### src/rtl/vga_timing_pkg.sv
// Shared timing defaults and types for the VGA raster timing generator.
// Provides 640x480@60 timing constants, derived totals, the per-axis
// decode payload, and a helper that returns the minimum counter width.
package vga_timing_pkg;

  localparam int unsigned DEF_H_ACTIVE = 640;
  localparam int unsigned DEF_H_FP     = 16;
  localparam int unsigned DEF_H_SYNC   = 96;
  localparam int unsigned DEF_H_BP     = 48;
  localparam int unsigned DEF_V_ACTIVE = 480;
  localparam int unsigned DEF_V_FP     = 10;
  localparam int unsigned DEF_V_SYNC   = 2;
  localparam int unsigned DEF_V_BP     = 33;

  localparam int unsigned DEF_H_TOTAL = DEF_H_ACTIVE + DEF_H_FP + DEF_H_SYNC + DEF_H_BP;
  localparam int unsigned DEF_V_TOTAL = DEF_V_ACTIVE + DEF_V_FP + DEF_V_SYNC + DEF_V_BP;

  // Bits needed to hold total-1 (at least one bit).
  function automatic int unsigned min_cnt_w(input int unsigned total);
    return (total <= 2) ? 1 : $clog2(total);
  endfunction

  localparam int unsigned DEF_CNT_W =
    min_cnt_w((DEF_H_TOTAL > DEF_V_TOTAL) ? DEF_H_TOTAL : DEF_V_TOTAL);

  // Registered per-axis decode: sync at output polarity, blank when outside active.
  typedef struct packed {
    logic sync;
    logic blank;
  } axis_decode_t;

endpackage

### src/rtl/vga_axis_counter.sv
// One raster axis: wrapping counter plus registered sync/blank decode.
// Ports: clk, rst_n (async active-low), advance (step the counter this cycle),
//        count (registered position), wrap_c (count is at TOTAL-1),
//        active_nxt_c (active-region flag of the value being loaded),
//        decode (registered sync/blank describing count).
module vga_axis_counter
  import vga_timing_pkg::*;
#(
  parameter int unsigned ACTIVE = DEF_H_ACTIVE,
  parameter int unsigned FP     = DEF_H_FP,
  parameter int unsigned SYNC   = DEF_H_SYNC,
  parameter int unsigned BP     = DEF_H_BP,
  parameter bit          POL    = 1'b0,
  parameter int unsigned CNT_W  = DEF_CNT_W
) (
  input  logic             clk,
  input  logic             rst_n,
  input  logic             advance,
  output logic [CNT_W-1:0] count,
  output logic             wrap_c,
  output logic             active_nxt_c,
  output axis_decode_t     decode
);

  localparam int unsigned      TOTAL      = ACTIVE + FP + SYNC + BP;
  localparam logic [CNT_W-1:0] LAST       = CNT_W'(TOTAL - 1);
  localparam logic [CNT_W-1:0] ACT_END    = CNT_W'(ACTIVE);
  localparam logic [CNT_W-1:0] SYNC_START = CNT_W'(ACTIVE + FP);
  localparam logic [CNT_W-1:0] SYNC_END   = CNT_W'(ACTIVE + FP + SYNC);

  // Reset parks the counter at TOTAL-1, which lies in the back porch.
  localparam axis_decode_t RST_DECODE = '{sync: ~POL, blank: 1'b1};

  logic [CNT_W-1:0] count_q, count_d, count_inc;
  axis_decode_t     decode_q, decode_d;

  // Next count and decode of that next count, so decode lands with the count.
  always_comb begin
    wrap_c         = (count_q == LAST);
    count_inc      = wrap_c ? '0 : count_q + CNT_W'(1);
    count_d        = advance ? count_inc : count_q;
    active_nxt_c   = (count_d < ACT_END);
    decode_d.blank = ~active_nxt_c;
    decode_d.sync  = ((count_d >= SYNC_START) && (count_d < SYNC_END)) ? POL : ~POL;
  end

  always_ff @(posedge clk or negedge rst_n) begin
    if (!rst_n) begin
      count_q  <= LAST;
      decode_q <= RST_DECODE;
    end else begin
      count_q  <= count_d;
      decode_q <= decode_d;
    end
  end

  assign count  = count_q;
  assign decode = decode_q;

endmodule

### src/rtl/vga_timing_gen.sv
// Parametrised VGA raster timing generator.
// Ports: VGA_clk, VGA_rst_n (async active-low), VGA_ce (pixel enable);
//        xCount/yCount, displayArea, VGA_hSync/VGA_vSync, hBlank/vBlank,
//        line_start/frame_start strobes -- all registered and aligned.
// Optional macro VGA_LOOKAHEAD_EN adds combinational next_xCount,
// next_yCount and next_displayArea (values after the next enabled update).
module vga_timing_gen
  import vga_timing_pkg::*;
#(
  parameter int unsigned H_ACTIVE   = DEF_H_ACTIVE,
  parameter int unsigned H_FP       = DEF_H_FP,
  parameter int unsigned H_SYNC     = DEF_H_SYNC,
  parameter int unsigned H_BP       = DEF_H_BP,
  parameter int unsigned V_ACTIVE   = DEF_V_ACTIVE,
  parameter int unsigned V_FP       = DEF_V_FP,
  parameter int unsigned V_SYNC     = DEF_V_SYNC,
  parameter int unsigned V_BP       = DEF_V_BP,
  parameter bit          H_SYNC_POL = 1'b0,
  parameter bit          V_SYNC_POL = 1'b0,
  parameter int unsigned CNT_W      = DEF_CNT_W
) (
  input  logic             VGA_clk,
  input  logic             VGA_rst_n,
  input  logic             VGA_ce,
  output logic [CNT_W-1:0] xCount,
  output logic [CNT_W-1:0] yCount,
  output logic             displayArea,
  output logic             VGA_hSync,
  output logic             VGA_vSync,
  output logic             hBlank,
  output logic             vBlank,
  output logic             line_start,
  output logic             frame_start
`ifdef VGA_LOOKAHEAD_EN
  ,
  output logic [CNT_W-1:0] next_xCount,
  output logic [CNT_W-1:0] next_yCount,
  output logic             next_displayArea
`endif
);

  localparam int unsigned H_TOTAL = H_ACTIVE + H_FP + H_SYNC + H_BP;
  localparam int unsigned V_TOTAL = V_ACTIVE + V_FP + V_SYNC + V_BP;
  localparam int unsigned CNT_SPAN = 1 << CNT_W;

  // Reject configurations the counters cannot represent.
  if ((H_TOTAL > CNT_SPAN) || (V_TOTAL > CNT_SPAN) ||
      (H_ACTIVE == 0) || (H_FP == 0) || (H_SYNC == 0) || (H_BP == 0) ||
      (V_ACTIVE == 0) || (V_FP == 0) || (V_SYNC == 0) || (V_BP == 0)) begin : g_cfg_err
    $error("vga_timing_gen: zero timing parameter or total exceeds 2**CNT_W");
  end

  logic         h_wrap_c, v_wrap_c;
  logic         h_active_nxt_c, v_active_nxt_c;
  axis_decode_t h_dec, v_dec;

  logic display_area_q, display_area_d;
  logic line_start_q, line_start_d;
  logic frame_start_q, frame_start_d;

  vga_axis_counter #(
    .ACTIVE (H_ACTIVE),
    .FP     (H_FP),
    .SYNC   (H_SYNC),
    .BP     (H_BP),
    .POL    (H_SYNC_POL),
    .CNT_W  (CNT_W)
  ) u_h_axis (
    .clk          (VGA_clk),
    .rst_n        (VGA_rst_n),
    .advance      (VGA_ce),
    .count        (xCount),
    .wrap_c       (h_wrap_c),
    .active_nxt_c (h_active_nxt_c),
    .decode       (h_dec)
  );

  // Lines advance only on the pixel update that wraps the column counter.
  vga_axis_counter #(
    .ACTIVE (V_ACTIVE),
    .FP     (V_FP),
    .SYNC   (V_SYNC),
    .BP     (V_BP),
    .POL    (V_SYNC_POL),
    .CNT_W  (CNT_W)
  ) u_v_axis (
    .clk          (VGA_clk),
    .rst_n        (VGA_rst_n),
    .advance      (VGA_ce & h_wrap_c),
    .count        (yCount),
    .wrap_c       (v_wrap_c),
    .active_nxt_c (v_active_nxt_c),
    .decode       (v_dec)
  );

  // Composite flags computed from the counters' next values.
  always_comb begin
    display_area_d = h_active_nxt_c & v_active_nxt_c;
    line_start_d   = VGA_ce & h_wrap_c;
    frame_start_d  = line_start_d & v_wrap_c;
  end

  always_ff @(posedge VGA_clk or negedge VGA_rst_n) begin
    if (!VGA_rst_n) begin
      display_area_q <= 1'b0;
      line_start_q   <= 1'b0;
      frame_start_q  <= 1'b0;
    end else begin
      display_area_q <= display_area_d;
      line_start_q   <= line_start_d;
      frame_start_q  <= frame_start_d;
    end
  end

  assign displayArea = display_area_q;
  assign line_start  = line_start_q;
  assign frame_start = frame_start_q;
  assign VGA_hSync   = h_dec.sync;
  assign VGA_vSync   = v_dec.sync;
  assign hBlank      = h_dec.blank;
  assign vBlank      = v_dec.blank;

`ifdef VGA_LOOKAHEAD_EN
  // Position after the next enabled update, independent of VGA_ce.
  always_comb begin
    next_xCount = h_wrap_c ? '0 : xCount + CNT_W'(1);
    next_yCount = yCount;
    if (h_wrap_c) begin
      next_yCount = v_wrap_c ? '0 : yCount + CNT_W'(1);
    end
    next_displayArea = (next_xCount < CNT_W'(H_ACTIVE)) && (next_yCount < CNT_W'(V_ACTIVE));
  end
`endif

endmodule

### config.mk
export PLATFORM = sky130hd
export DESIGN_NAME = vga_timing_gen
export DESIGN_NICKNAME = d
export VERILOG_FILES = /design/src/rtl/vga_timing_pkg.sv /design/src/rtl/vga_axis_counter.sv /design/src/rtl/vga_timing_gen.sv
export SDC_FILE = /design/constraint.sdc
export NUM_CORES = 1
export LEC_CHECK = 0
export BUFFER_PORTS_ARGS = -buffer_cell sky130_fd_sc_hd__buf_2
export CORE_MARGIN = 2
export CORE_UTILIZATION = 40
export DETAILED_ROUTE_END_ITERATION = 10
export GPL_TIMING_DRIVEN = 0
export RECOVER_POWER = 50
export SYNTH_ARGS = -nofsm -noshare
export SYNTH_HDL_FRONTEND = slang
export SYNTH_SLANG_ARGS = --single-unit
### constraint.sdc
create_clock -name VGA_clk -period 3.47 [get_ports VGA_clk]
set_clock_uncertainty 0.1 [all_clocks]
set_input_delay 0.694 -clock VGA_clk [delete_from_list [all_inputs] [get_ports VGA_clk]]
set_output_delay 0.694 -clock VGA_clk [all_outputs]
set_load 0.02 [all_outputs]
Word level (Yosys, flattened, before mapping)
Cells that the tools add are included.
- register bits after elaboration: 27
- latch bits: 0
- RAM bits: 0
- bits in read-only memories: 0
- input port bits: 3
- output and inout bits: 27
- word-level logic and storage cells: 32
- memories kept: 0
- add/sub/neg operators: 2
- multipliers: 0
- div/mod/pow operators: 0
- order comparisons: 6
- equal/unequal tests: 2
- shifts and indexed selects: 0
- multiplexer cells: 6
- bitwise operators: 5
- reductions and logical operators: 2
- operator list (operator ; number):
    $mux 10 ; 4
    $add 10x1->10 const B ; 2
    $eq 10x10->1 const B ; 2
    $lt 10x10->1 const B ; 2
    $lt 10x9->1 const B ; 2
    $ge 10x10->1 const B ; 1
    $ge 10x9->1 const B ; 1
    $and 1x1->1 ; 3
    $logic_and 1x1->1 ; 2
    $mux 1 ; 2
    $not 1->1 ; 2

Depth between registers and ports, before layout
Gate-level depths: netlist of the first run.
- word-level depth: 6
- gate-level depth with buffers: 8
- gate-level depth less buffers: 7

Cells and area by module
From an unflattened synthesis of the first run, not the netlist that was laid out.
- cell total of the unflattened synthesis: 141
- area total of the unflattened synthesis: 1465.2 µm²
- by module, submodules not included (module ; times used ; cells each ; area an instance (µm²) ; seq. area each (µm²)):
    vga_axis_counter at u_v_axis ; 1 ; 73 ; 715.7 ; 306.5
    vga_axis_counter at u_h_axis ; 1 ; 62 ; 655.6 ; 311.5
    vga_timing_gen ; 1 ; 6 ; 93.8 ; 75.1

Worst setup path after synthesis of the first run
No wires, ideal clock.
- path type: in2reg
- from: input VGA_ce
- to: register u_v_axis.decode_q, in the netlist u_v_axis.decode[1]
- setup time: 99 ps
- arrival: 2272 ps
- required time: 3271 ps
- slack: 999 ps
- stages on the path: 7
- path buffers: 2
- path through: clkbuf_1 -> nand4_1 -> or3_4 -> buf_6 -> or3_1 -> mux2i_1 -> o2111ai_1
- RTL lines (element ; RTL line ; text):
    start, declared ; vga_timing_gen.sv:24 ; input logic VGA_ce,
    end signal, assigned ; vga_axis_counter.sv:53 ; decode_q <= decode_d;
    end, declared ; vga_axis_counter.sv:35 ; axis_decode_t decode_q, decode_d;

==> results.yml, run 1 <==
clock_network:
  cts_buffers: 3
  htree_levels: 1
  cts_tree: "built"
  clock_latency_ns: 0.34
  clk_pin_slew_ns: 0.15
  cts-resized-gates: 0
  cts_hold_buf: 0
  post_cts_buffers: 0
  clockBufferDepth: 2
  cts_sinks: 27
  cts_root_buffer: "clkbuf_4"
synthesis:
  yosys_register_bits: 27
  synth_area_leader_cell: "dfstp_2"
  ys_warn_count: 0
  ys_top_cells_by_area: "dfstp_2, dfrtp_1, nand2_1, xnor2_1, nand3_1"
  synth_common_cells: "nand2_1, dfstp_2, dfrtp_1"
  async_reset_ff_share_pct: 100
  synthCells: 144
  synth-seq-area-share_pct: 49.0
  synth_area_per_cell_um2: 9.83
  ys.flop_type: "dfstp_2"
  syn_nets: 150
  yosysTopAreaCellShare_pct: 26.0
  synth-edff-count: 0
  yosysMostFrequentCell: "nand2_1"
  synth_cell_type_count: 39
  syn_area_mm2: 0.00142
timing:
  setup_viol: 0
  maxSlewViolCount: 0
  grt_setup_unrepaired: "false"
  worst_pin_slew_ns: 1.36
  fmax_mhz: 389
  timing.final.crit_share_pct: 74.0
  maxSlewHeadroom_pct: 9.00
  tns_ns: 0
  period_needed_ns: 2.57
  hold_violations: 0
  setup_ws_ns: 0.901
drt:
  wl_met3_um: 120
  post-route-drc-count: 0
  finalWirelength_um: 2990
  wl_per_cell_um: 13.5
  wl_met1_um: 1330
  viasPerCell: 5.37
  first_pass_iters: 4
  routed-wl-met2_um: 1490
  ant_nets: 0
  drtIter0Drc: 35
  top_layer_used: "met4"
  vias: 1193
power:
  p_comb_share_pct: 22.3
  peakVddDrop_uv: 251
  pwr-share-seq_pct: 57.5
  p_sw_share_pct: 34.2
  p_clk_share_pct: 20.1
  p_per_area_mw_per_mm2: 436
  p_int_mw: 0.468
  leakage_nw: 0.674
  p_switching_mw: 0.243
place:
  port_buffers: 28
  dp_worst_setup_slack_ns: 0.754
  place_inst: 218
  dpl_cell_area_mm2: 0.00161
  routabilityCongestion: 0.889
  dp_hpwl_um: 2200
die:
  fp.dieW_um: 63.5
  start_util_pct: 42.1
  core_mm2: 0.00336
  std_cell_rows: 21
  dieArea_mm2: 0.00403
  die_h_um: 63.5
  io_pins: 30
global_route:
  grt_first_pass_wirelength_um: 5400
  gr-total-overflow: 0
  grt_max_degree: 28
  grt_pass1_vias: 1193
  antenna_found_initial: 0
  grt_usage_pct: 17.0
setup_path:
  slowest_delay_ns: 0.46
  path_cells: "inv_1 -> ha_1 -> or4b_1 -> or4_1 -> clkbuf_1 -> o2111ai_1 -> a22oi_1 -> or2_2"
  reg2reg_depth: 8
  reg2reg_from: "u_v_axis.count[0]"
  critPathLaunchType: "flip-flop"
  cp_data_required_time_ns: 3.65
  cp.arrival_ns: 2.75
  critPathKind: "reg2reg"
  setup.worst_path.end: "u_v_axis.decode[0]"
  cp_max_fo: 9
  crit_slowest_cell: "or4b_1"
  timing.rr.end: "u_v_axis.decode[0]"
  cp-startpoint: "u_v_axis.count[0]"
  reg2reg_slack_ns: 0.90
  end_kind: "flip-flop"
finish:
  antenna_cells: 0
  area_growth_pct: 15.4
  final_cells: 222
  fin_area_mm2: 0.00163
  drive_gt1_share_pct: 24.4
  final_core_util_pct: 48.5
  nets: 183
hold_path:
  holdPathStages: 1
  min_path_type: "reg2reg"
run_status:
  status: "completed"
run:
  max_cap_violations: 0
[stage by stage]
stage / power (mW) / hold slack, ns
after global routing: 0.761 / 0.446
final: 0.712 / 0.432
after CTS: 0.719 / 0.250
after detailed placement: 0.578 / 0.409
after global placement: 0.575 / 0.400
after floorplan: 0.522 / 0.298
[power by group through the flow]
stage | logic, mW | clock network [mW] | registers, mW
after detailed placement | 0.161 | 0 | 0.417
final | 0.159 | 0.143 | 0.410
after global placement | 0.160 | 0 | 0.415
after CTS | 0.161 | 0.146 | 0.412
after global routing | 0.178 | 0.165 | 0.418
after floorplan | 0.0738 | 0 | 0.448
[sequential cells by signal (all words and copies together) (netlist names)]
register and cells:
u_h_axis.count 10, line_start 1, displayArea 1, frame_start 1, u_h_axis.decode 2, u_v_axis.decode 2
u_v_axis.count 10
[routing by layer]
layer | vias up | global-route usage (%)
li1 | 581 | -
met1 | 581 | 22.0
met2 | 26 | 27.1
met3 | 5 | 3.57
met4 | 0 | 7.88
met5 | - | 0
[worst max-delay path, delay by kind of cell, from the launching register on]
kind	cells	cell delay (ns)
fa+ha+maj	1	0.15
flops	1	0.45
simple gates	3	1.18
buf+inv	2	0.34
compound gates	2	0.30
[cell type report]
type                       instances  area [um^2]
multi-input combinational        103          661
buffer                             6         31.3
inverter                           8         30.0
timing repair buffer              28          130
fill                             352         1730
sequential                        27          693
tap                               46         57.6
clock buffer                       3         22.5
clock inverter                     1         7.51
[cell usage in the layout (no fill, tap or decap), drive strengths merged, types with 2 or more instances in the layout]
cell type,count
buf,22
nand2,15
clkbuf,15
dfstp,14
dfrtp,13
nand3,10
inv,8
nor2,8
nand4,8
xnor2,6
o21ai,6
a21oi,6
or3,6
mux2i,4
nor3,3
xor2,3
ha,3
nand2b,2
or4,2
o211ai,2
nor3b,2
nor4b,2
o2111ai,2
or4b,2
[worst min path at each step]
stage,start,to,slack [ns]
after floorplan,VGA_rst_n,displayArea,0.30
after global placement,u_h_axis.count[0],u_h_axis.count[0],0.40
after detailed placement,u_h_axis.count[0],u_h_axis.count[0],0.41
after CTS,VGA_rst_n,u_v_axis.count[4],0.25
after global routing,u_h_axis.count[2],u_h_axis.count[2],0.45
final,u_h_axis.count[2],u_h_axis.count[2],0.43
[logic make-up after synthesis]
family | share of synthesized area, %
buf+inv | 4.33
simple gates | 25.6
fa+ha+maj | 2.65
xor+xnor | 5.57
mux | 2.83
flops | 49.0
compound gates | 9.99
Power figures use the tool's default switching activity.
==> run 2, diff against run 1 <==
Clock period 3.47 ns to 2.4 ns, I/O delays scaled along.
==> run 2 against run 1 <==
  * Register-to-register slack lost 0.89 ns
  * Sequential cell count did not move
  * Clock-buffer cell count did not move
  * Core utilization up 3.9 points
  * Design area rose by 8.0%
  * Routed wire length rose by 3.7%
  * Setup slack lost 0.89 ns
  * Largest cell class is now multi-input gates
==> results.yml, run 2 (same netlist as run 1, synthesis figures left out) <==
setup_path:
  critPathKind: "reg2reg"
  cp_data_required_time_ns: 2.57
  critPathLaunchType: "flip-flop"
  end_kind: "flip-flop"
  cp.arrival_ns: 2.56
  cp_max_fo: 5
timing:
  hold_slack_ns: 0.328
  grt_setup_unrepaired: "true"
  hold_violations: 0
  fmax_mhz: 419
  worst_pin_slew_ns: 1.39
  setup_ws_ns: 0.0134
  maxSlewViolCount: 0
  maxSlewHeadroom_pct: 7.20
  timing.final.crit_share_pct: 99.4
  setup_viol: 0
  period_needed_ns: 2.39
place:
  port_buffers: 28
  dp_hpwl_um: 2220
  routabilityCongestion: 0.832
  dp_worst_setup_slack_ns: -0.173
die:
  io_pins: 30
  std_cell_rows: 21
  start_util_pct: 42.1
  fp.dieW_um: 63.5
  die_h_um: 63.5
  core_mm2: 0.00336
  dieArea_mm2: 0.00403
clock_network:
  clk_pin_slew_ns: 0.14
  cts_buffers: 3
  cts_sinks: 27
  cts_root_buffer: "clkbuf_4"
  clockBufferDepth: 2
  clock_latency_ns: 0.34
  cts_tree: "built"
  cts_hold_buf: 0
  htree_levels: 1
finish:
  regArea_um2: 697
  nets: 190
  mostFrequentLayoutCells: "buf_2, nand2_1, dfstp_2"
  multi_input_area_um2: 718
  final_common_cell: "buf_2"
  area_growth_pct: 24.7
  drive_gt1_share_pct: 38.3
  fill_cells: 352
  antenna_cells: 0
power:
  p_sw_share_pct: 33.4
  leakage_nw: 0.722
  p_per_area_mw_per_mm2: 610
  total_power_mw: 1.08
  peakVddDrop_uv: 407
  p_switching_mw: 0.360
  p_int_mw: 0.717
  pwr-share-seq_pct: 53.2
  p_clk_share_pct: 19.0
  p_comb_share_pct: 27.7
drt:
  wl_per_cell_um: 13.5
  vias: 1220
  viasPerCell: 5.33
  ant_nets: 0
  finalWirelength_um: 3100
  drtIter0Drc: 67
  first_pass_iters: 4
  post-route-drc-count: 0
global_route:
  grt_max_degree: 28
  grt_pass1_vias: 1161
  grt_first_pass_wirelength_um: 5260
  antenna_found_initial: 0
  grt_usage_pct: 16.6
  gr-total-overflow: 0
run:
  max_cap_violations: 0
hold_path:
  min_path_type: "in2async"
run_status:
  status: "completed"
## run 2: timing repair
| item | in CTS | in global routing |
|---|---|---|
| pin swaps | 3 | 4 |
| setup buffers | 9 | 0 |
| endpoints found under the hold margin | 0 | 0 |
| setup endpoints to repair | 5 | 5 |
| gates resized for setup | 9 | 10 |
## run 2: final timing paths
kind	endpoint	slack [ns]	cells after the start	from
max in group asynchronous	u_h_axis.count[5]	0.97	1	VGA_rst_n
max	u_v_axis.decode[1]	0.01	6	u_h_axis.count[4]
max reg2reg	u_v_axis.decode[1]	0.01	6	u_h_axis.count[4]
min in group VGA_clk	u_h_axis.count[1]	0.35	3	VGA_ce
min reg2reg	u_h_axis.count[2]	0.43	1	u_h_axis.count[2]
min	u_v_axis.count[0]	0.33	1	VGA_rst_n
## run 2: metal layers
metal  vias up  track usage, %  share of wire (%)
met2        25            26.1                 49
met4         0            7.34                1.9
met1       591            22.1                 46
met3         5            3.39                3.5
li1        599               -                  -
met5         -               0                  0
## run 2: final cells by class
cell class | count | share of cell area [%]
plain buffers | 4 | 1.49
clock buffers | 3 | 1.28
clock inverters | 1 | 0.426
inverters | 8 | 1.70
multi-input cells | 103 | 40.7
flip-flops and latches | 27 | 39.5
well taps | 46 | 3.26
repair buffers | 37 | 11.6
## run 2: power groups by stage
stage / logic (mW) / registers (mW) / clock network (mW)
after floorplan: 0.107 / 0.648 / 0
after global placement: 0.231 / 0.600 / 0
after detailed placement: 0.237 / 0.600 / 0
after CTS: 0.301 / 0.574 / 0.211
after global routing: 0.330 / 0.584 / 0.237
final: 0.298 / 0.573 / 0.205
## run 2: worst max-delay path, cell delays in order, from the launching register on
cell,delay [ns]
dfstp_2,0.55
or4b_4,0.46
or3_4,0.43
buf_6,0.14
or3_4,0.34
mux2i_4,0.18
o2111ai_2,0.11
## run 2: per-stage QoR
stage	TNS, ns	instances	util [%]	cell area (um^2)
2_1_floorplan	-0.0732	144	-	1420
3_5_place_dp	-0.402	218	48.0	1610
5_1_grt	-0.142	229	52.5	1760
6_report	0	229	52.5	1760
4_1_cts	-0.00511	230	51.6	1740
3_3_place_gp	-0.239	218	48.0	1610
